<file path="src/rtl/memory_control_if.sv">
// Requester and RAM side bus of memory_control.
// slave: controller view, master: environment view.
interface memory_control_if;
  logic        iREN;
  logic [31:0] iaddr;
  logic        dREN;
  logic        dWEN;
  logic [31:0] daddr;
  logic [31:0] dstore;
  logic        ihit;
  logic        dhit;
  logic [31:0] iload;
  logic [31:0] dload;
  logic        ramREN;
  logic        ramWEN;
  logic [31:0] ramaddr;
  logic [31:0] ramstore;
  logic [31:0] ramload;
  logic [1:0]  ramstate;
  logic        memerr;

  modport slave (
    input  iREN, iaddr, dREN, dWEN,
    input  daddr, dstore,
    input  ramload, ramstate,
    output ihit, dhit, iload, dload,
    output ramREN, ramWEN,
    output ramaddr, ramstore,
    output memerr
  );

  modport master (
    output iREN, iaddr, dREN, dWEN,
    output daddr, dstore,
    output ramload, ramstate,
    input  ihit, dhit, iload, dload,
    input  ramREN, ramWEN,
    input  ramaddr, ramstore,
    input  memerr
  );
endinterface

</file>
<file path="src/rtl/memory_control.sv">
// Arbitrates instruction/data requests onto one RAM port.
// Ports: CLK, RST (sync, active high), bus (slave).
module memory_control (
  input  logic               CLK,
  input  logic               RST,
  memory_control_if.slave    bus
);
  localparam logic [1:0] RS_ACCESS = 2'd2;
  localparam logic [1:0] RS_ERROR  = 2'd3;

  typedef enum logic [2:0] {
    IDLE,
    DACC,
    IACC,
    HIT,
    ERR
  } state_t;

  state_t      state;
  logic [3:0]  cnt;
  logic        op_wr;
  logic        ihit_q;
  logic        dhit_q;
  logic [31:0] iload_q;
  logic [31:0] dload_q;
  logic        ren_q;
  logic        wen_q;
  logic [31:0] addr_q;
  logic [31:0] store_q;
  logic        err_q;

  always_ff @(posedge CLK) begin
    if (RST) begin
      state   <= IDLE;
      cnt     <= '0;
      op_wr   <= 1'b0;
      ihit_q  <= 1'b0;
      dhit_q  <= 1'b0;
      iload_q <= '0;
      dload_q <= '0;
      ren_q   <= 1'b0;
      wen_q   <= 1'b0;
      addr_q  <= '0;
      store_q <= '0;
      err_q   <= 1'b0;
    end else begin
      unique case (state)
        IDLE: begin
          cnt <= '0;
          if (bus.dREN || bus.dWEN) begin
            // write wins when both strobes are set
            state   <= DACC;
            op_wr   <= bus.dWEN;
            addr_q  <= bus.daddr;
            store_q <= bus.dstore;
            wen_q   <= bus.dWEN;
            ren_q   <= ~bus.dWEN;
          end else if (bus.iREN) begin
            state   <= IACC;
            op_wr   <= 1'b0;
            addr_q  <= bus.iaddr;
            store_q <= '0;
            wen_q   <= 1'b0;
            ren_q   <= 1'b1;
          end
        end
        DACC, IACC: begin
          // RAM outputs come only from the latched copies
          if (bus.ramstate == RS_ACCESS) begin
            state   <= HIT;
            ren_q   <= 1'b0;
            wen_q   <= 1'b0;
            addr_q  <= '0;
            store_q <= '0;
            if (state == IACC) begin
              iload_q <= bus.ramload;
              ihit_q  <= 1'b1;
            end else begin
              if (!op_wr) dload_q <= bus.ramload;
              dhit_q <= 1'b1;
            end
          end else if (bus.ramstate == RS_ERROR
                       || cnt == 4'hF) begin
            state   <= ERR;
            err_q   <= 1'b1;
            ren_q   <= 1'b0;
            wen_q   <= 1'b0;
            addr_q  <= '0;
            store_q <= '0;
          end else begin
            cnt <= cnt + 4'd1;
          end
        end
        HIT: begin
          state  <= IDLE;
          ihit_q <= 1'b0;
          dhit_q <= 1'b0;
        end
        ERR: begin
          err_q <= 1'b1;
        end
        default: state <= IDLE;
      endcase
    end
  end

  assign bus.ihit     = ihit_q;
  assign bus.dhit     = dhit_q;
  assign bus.iload    = iload_q;
  assign bus.dload    = dload_q;
  assign bus.ramREN   = ren_q;
  assign bus.ramWEN   = wen_q;
  assign bus.ramaddr  = addr_q;
  assign bus.ramstore = store_q;
  assign bus.memerr   = err_q;
endmodule

</file>
<file path="src/flat_wrapper.sv">
// flat-port wrapper written by rule: the top's interface ports become plain ports
module memory_control_flat 
  (CLK, RST, bus_iREN, bus_iaddr, bus_dREN, bus_dWEN, bus_daddr, bus_dstore, bus_ramload, bus_ramstate, bus_ihit, bus_dhit, bus_iload, bus_dload, bus_ramREN, bus_ramWEN, bus_ramaddr, bus_ramstore, bus_memerr);
  memory_control_if bus_i ();
  input  logic CLK;
  input  logic RST;
  input wire logic [$bits(bus_i.iREN)-1:0] bus_iREN;
  input wire logic [$bits(bus_i.iaddr)-1:0] bus_iaddr;
  input wire logic [$bits(bus_i.dREN)-1:0] bus_dREN;
  input wire logic [$bits(bus_i.dWEN)-1:0] bus_dWEN;
  input wire logic [$bits(bus_i.daddr)-1:0] bus_daddr;
  input wire logic [$bits(bus_i.dstore)-1:0] bus_dstore;
  input wire logic [$bits(bus_i.ramload)-1:0] bus_ramload;
  input wire logic [$bits(bus_i.ramstate)-1:0] bus_ramstate;
  output wire logic [$bits(bus_i.ihit)-1:0] bus_ihit;
  output wire logic [$bits(bus_i.dhit)-1:0] bus_dhit;
  output wire logic [$bits(bus_i.iload)-1:0] bus_iload;
  output wire logic [$bits(bus_i.dload)-1:0] bus_dload;
  output wire logic [$bits(bus_i.ramREN)-1:0] bus_ramREN;
  output wire logic [$bits(bus_i.ramWEN)-1:0] bus_ramWEN;
  output wire logic [$bits(bus_i.ramaddr)-1:0] bus_ramaddr;
  output wire logic [$bits(bus_i.ramstore)-1:0] bus_ramstore;
  output wire logic [$bits(bus_i.memerr)-1:0] bus_memerr;
  assign bus_i.iREN = bus_iREN;
  assign bus_i.iaddr = bus_iaddr;
  assign bus_i.dREN = bus_dREN;
  assign bus_i.dWEN = bus_dWEN;
  assign bus_i.daddr = bus_daddr;
  assign bus_i.dstore = bus_dstore;
  assign bus_i.ramload = bus_ramload;
  assign bus_i.ramstate = bus_ramstate;
  assign bus_ihit = bus_i.ihit;
  assign bus_dhit = bus_i.dhit;
  assign bus_iload = bus_i.iload;
  assign bus_dload = bus_i.dload;
  assign bus_ramREN = bus_i.ramREN;
  assign bus_ramWEN = bus_i.ramWEN;
  assign bus_ramaddr = bus_i.ramaddr;
  assign bus_ramstore = bus_i.ramstore;
  assign bus_memerr = bus_i.memerr;
  memory_control u_core (.CLK(CLK), .RST(RST), .bus(bus_i));
endmodule
</file>
<file path="config.mk">
export PLATFORM = sky130hd
export DESIGN_NAME = memory_control_flat
export DESIGN_NICKNAME = d
export VERILOG_FILES = /design/src/rtl/memory_control_if.sv /design/src/rtl/memory_control.sv /design/src/flat_wrapper.sv
export SDC_FILE = /design/constraint.sdc
export NUM_CORES = 1
export LEC_CHECK = 0
export BUFFER_PORTS_ARGS = -buffer_cell sky130_fd_sc_hd__buf_2
export CORE_MARGIN = 5
export CORE_UTILIZATION = 34
export DETAILED_ROUTE_END_ITERATION = 7
export SLEW_MARGIN = 25
export SYNTH_ARGS = -nofsm -noshare
export SYNTH_HDL_FRONTEND = slang
export SYNTH_SLANG_ARGS = --single-unit
</file>
<file path="constraint.sdc">
create_clock -name CLK -period 1.96 [get_ports CLK]
set_clock_uncertainty 0.1 [all_clocks]
set_input_delay 0 -clock CLK [delete_from_list [all_inputs] [get_ports CLK]]
set_output_delay 0 -clock CLK [all_outputs]
set_load 0.01 [all_outputs]
</file>
==> impl_metrics.tcl <==
set metrics [dict create \
    tritoncts_clock_tree "yes" \
    p_sw_share_pct 29.3 \
    track_usage_pct 21.0 \
    pin_count_of_the_biggest_net_entering_global_routing 69 \
    synth_area_mm2 0.00589 \
    power_switching_w 0.00271 \
    wl_per_cell_um 17.2 \
    holdCritPathClass "in2reg" \
    core_region_area_mm2 0.0171 \
    vias_in_the_first_global_route 6584 \
    list_of_cells_traversed_by_the_critical_path "ha_1, and3_1, o211a_1, buf_4, o32ai_1" \
    antenna_found_initial 0 \
    combinationalPowerShare_pct 23.9 \
    cp_num_buf_inv 1 \
    final_layout_size_suffix_gt1_share_pct 32.7 \
    seq_area_frac_synth_pct 47.9 \
    worst_path_dominant_cell_family "compound AO/OA/AOI/OAI gates" \
    floorplan.die_area_mm2 0.0201 \
    die_x_um 142 \
    most_common_library_cell_in_the_layout_ignoring_fill_and_taps "sky130_fd_sc_hd__buf_2" \
    period_minus_slack_ps 1830 \
    cts_max_level 4 \
    relSlewSlack_pct 58.4 \
    period_share_pct 93.2 \
    async_reset_ff_share_pct 0 \
    p_int_w 0.00654 \
    postCtsSetupRepairBufs 0 \
    dp_hpwl_mm 13.1 \
    status "complete, no violations" \
    die_h_um 142 \
    final-hold-violation-count 0 \
    cts_max_path_buffers 2 \
    row_count 48 \
    ys.flop_type "sky130_fd_sc_hd__dfxtp_1" \
    grt.overflow.total 0 \
    drt_first_pass_iters 5 \
    slew_violations 0 \
    timing.critical_path.fanout_max 34 \
    setup_tns_ps 0 \
    power_per_cell_area_mw_per_mm2 966 \
    stdcell_area_mm2 0.00958 \
    postPlaceCellArea_mm2 0.00754 \
    io_buffer_count 267 \
    cp_slowest_cell "sky130_fd_sc_hd__o32ai_1" \
    vias 6422 \
    cts.sink_count 141 \
    maxClockFrequency_mhz 547 \
    p_leak_nw 4.09 \
    max_slew.worst_pin.slew_ps 624 \
    drv.max_cap_violation_count 0 \
    routed_wl_mm 21.4 \
    crit_path_max_incr_delay_ps 360 \
    syn_area_per_cell_um2 9.32 \
    worst_setup_path_start_kind "register" \
    yosys.cell_types.count 42 \
    routabilityCongestion 0.820 \
    clock_tree.root_cell "sky130_fd_sc_hd__clkbuf_16" \
    setup_repair_after_global_routing_missed_its_margin "false" \
    insertedDiodeCount 0 \
    worst-endpoint-arrival_ps 2020 \
    setup_violations 0 \
    share_seq_of_total_power_pct 35.7 \
    clk_latency_ps 400 \
    post-route-drc-count 0 \
    layout.filler_cells 1498 \
    end_kind "register" \
    antenna_violating_nets_post_route 0 \
    vdd_ir_drop_max_mv 0.595 \
    worst_ep_required_time_ps 2160 \
    clkSlewWorstSetupHoldPaths_ps 60 \
    flow.area_growth_from_synthesis_pct 62.6 \
    synth_edf_count 0 \
    cts_buffers 17 \
    floorplan.initialDensity_pct 34.4 \
    critical_setup_path_class "reg2reg" \
    layout_common_cells "sky130_fd_sc_hd__buf_2, sky130_fd_sc_hd__dfxtp_1, sky130_fd_sc_hd__dlygate4sd3_1" \
    syn-num-nets 768 \
    num-nets-final 1146 \
    syn_inst 632 \
    first_pass_grt_wire_length_mm 34.4 \
    first_iter_violations 415 \
    yosys_warnings 0 \
    p_clk_share_pct 40.4 \
    viasPerCell 5.15 \
    io_pins 268 \
    synth_seq_cells 141 \
]
kinds of logic after synthesis:
kind of cell,synth area share [%]
DFF,47.9
xor gates and xnor gates,0.425
adders and majority gates,0.212
and+or+nand+nor,16.4
AOI/OAI and AO/OA,23.6
muxes,5.78
buffers and inverters,5.57
cells in the mapped netlist (2+ instances only):
cell	instances	area, µm²
sky130_fd_sc_hd__buf_6	3	33.8
sky130_fd_sc_hd__nand2_1	3	11.3
sky130_fd_sc_hd__inv_1	4	15.0
sky130_fd_sc_hd__or4_1	2	15.0
sky130_fd_sc_hd__nor3_1	4	20.0
sky130_fd_sc_hd__nand3b_1	3	22.5
sky130_fd_sc_hd__o21ai_1	5	25.0
sky130_fd_sc_hd__dfxtp_1	141	2820
sky130_fd_sc_hd__nor2b_1	36	225
sky130_fd_sc_hd__clkbuf_1	44	165
sky130_fd_sc_hd__nand3_1	66	330
sky130_fd_sc_hd__buf_2	22	110
sky130_fd_sc_hd__nand2b_1	37	231
sky130_fd_sc_hd__o211ai_1	2	15.0
sky130_fd_sc_hd__mux2i_1	34	340
sky130_fd_sc_hd__o21ai_0	63	315
sky130_fd_sc_hd__a32o_1	35	350
sky130_fd_sc_hd__a21oi_1	66	330
sky130_fd_sc_hd__o32ai_1	34	298
sky130_fd_sc_hd__or2_2	2	12.5
sky130_fd_sc_hd__nor2_1	5	18.8
worst paths after layout:
kind                                 startpoint                     end  slack [ps]  depth (start not counted)
worst min register to register  u_core.bus.dhit         u_core.bus.dhit         360                          1
worst min-delay path                   bus_dREN       u_core.bus.ramWEN         190                          5
worst max-delay path              u_core.cnt[0]  u_core.bus.ramaddr[18]         130                          5
worst max register to register    u_core.cnt[0]  u_core.bus.ramaddr[18]         130                          5
registers in the layout, indices dropped and copies added, names as in the netlist:
name                 count
u_core.bus.memerr        1
u_core.bus.ramaddr      32
u_core.bus.ramstore     32
u_core.bus.iload        32
u_core.bus.dhit          1
u_core.bus.ramWEN        1
u_core.bus.ihit          1
u_core.bus.dload        32
u_core.bus.ramREN        1
u_core.cnt               4
u_core.state             3
u_core.op_wr             1
through the flow:
stage	total power [W]	std cells	worst slack, ps	utilization, %	hold slack (ps)
detailed placement	0.00533	1081	202	44.0	113
global placement	0.00531	1081	223	44.0	111
finish	0.00925	1248	133	56.0	191
global route	0.00969	1248	29.1	56.0	223
floorplan	0.00446	632	276	-	-3.74
CTS	0.00932	1248	180	55.9	194
worst register-to-register path, delay by kind of cell, from the launching register on:
| kind | cells | cell delay (ps) |
|---|---|---|
| AOI/OAI and AO/OA | 2 | 580 |
| adders and majority gates | 1 | 230 |
| and+or+nand+nor | 1 | 230 |
| buffers and inverters | 1 | 240 |
| DFF | 1 | 340 |
final cells by class:
cell class	count	area, µm²	area share, %
Tap cell	225	282	2.94
Multi-Input combinational cell	417	2780	29.0
Sequential cell	141	2820	29.5
Timing Repair Buffer	429	2990	31.3
Inverter	4	15.0	0.157
Clock buffer	18	429	4.48
Clock inverter	14	255	2.67
repair_timing:
item                                    4_1_cts  5_1_grt
hold endpoints to repair                    137        0
gates resized for setup                       0        1
hold buffers                                135        0
endpoints found under the setup margin        0        1
metal layers:
| layer | GRT usage [%] | wire (µm) |
|---|---|---|
| met3 | 5.70 | 1750 |
| met2 | 34.5 | 10100 |
| met5 | 0 | 0 |
| met4 | 7.63 | 478 |
| met1 | 26.5 | 9080 |
power groups by stage:
stage / logic, W / clock network [W] / registers [W]
floorplan: 0.000994 / 0 / 0.00347
global placement: 0.00196 / 0 / 0.00335
detailed placement: 0.00197 / 0 / 0.00335
CTS: 0.00220 / 0.00381 / 0.00330
global route: 0.00240 / 0.00395 / 0.00334
finish: 0.00221 / 0.00374 / 0.00330
No activity file was read; power rests on OpenSTA's default activity.
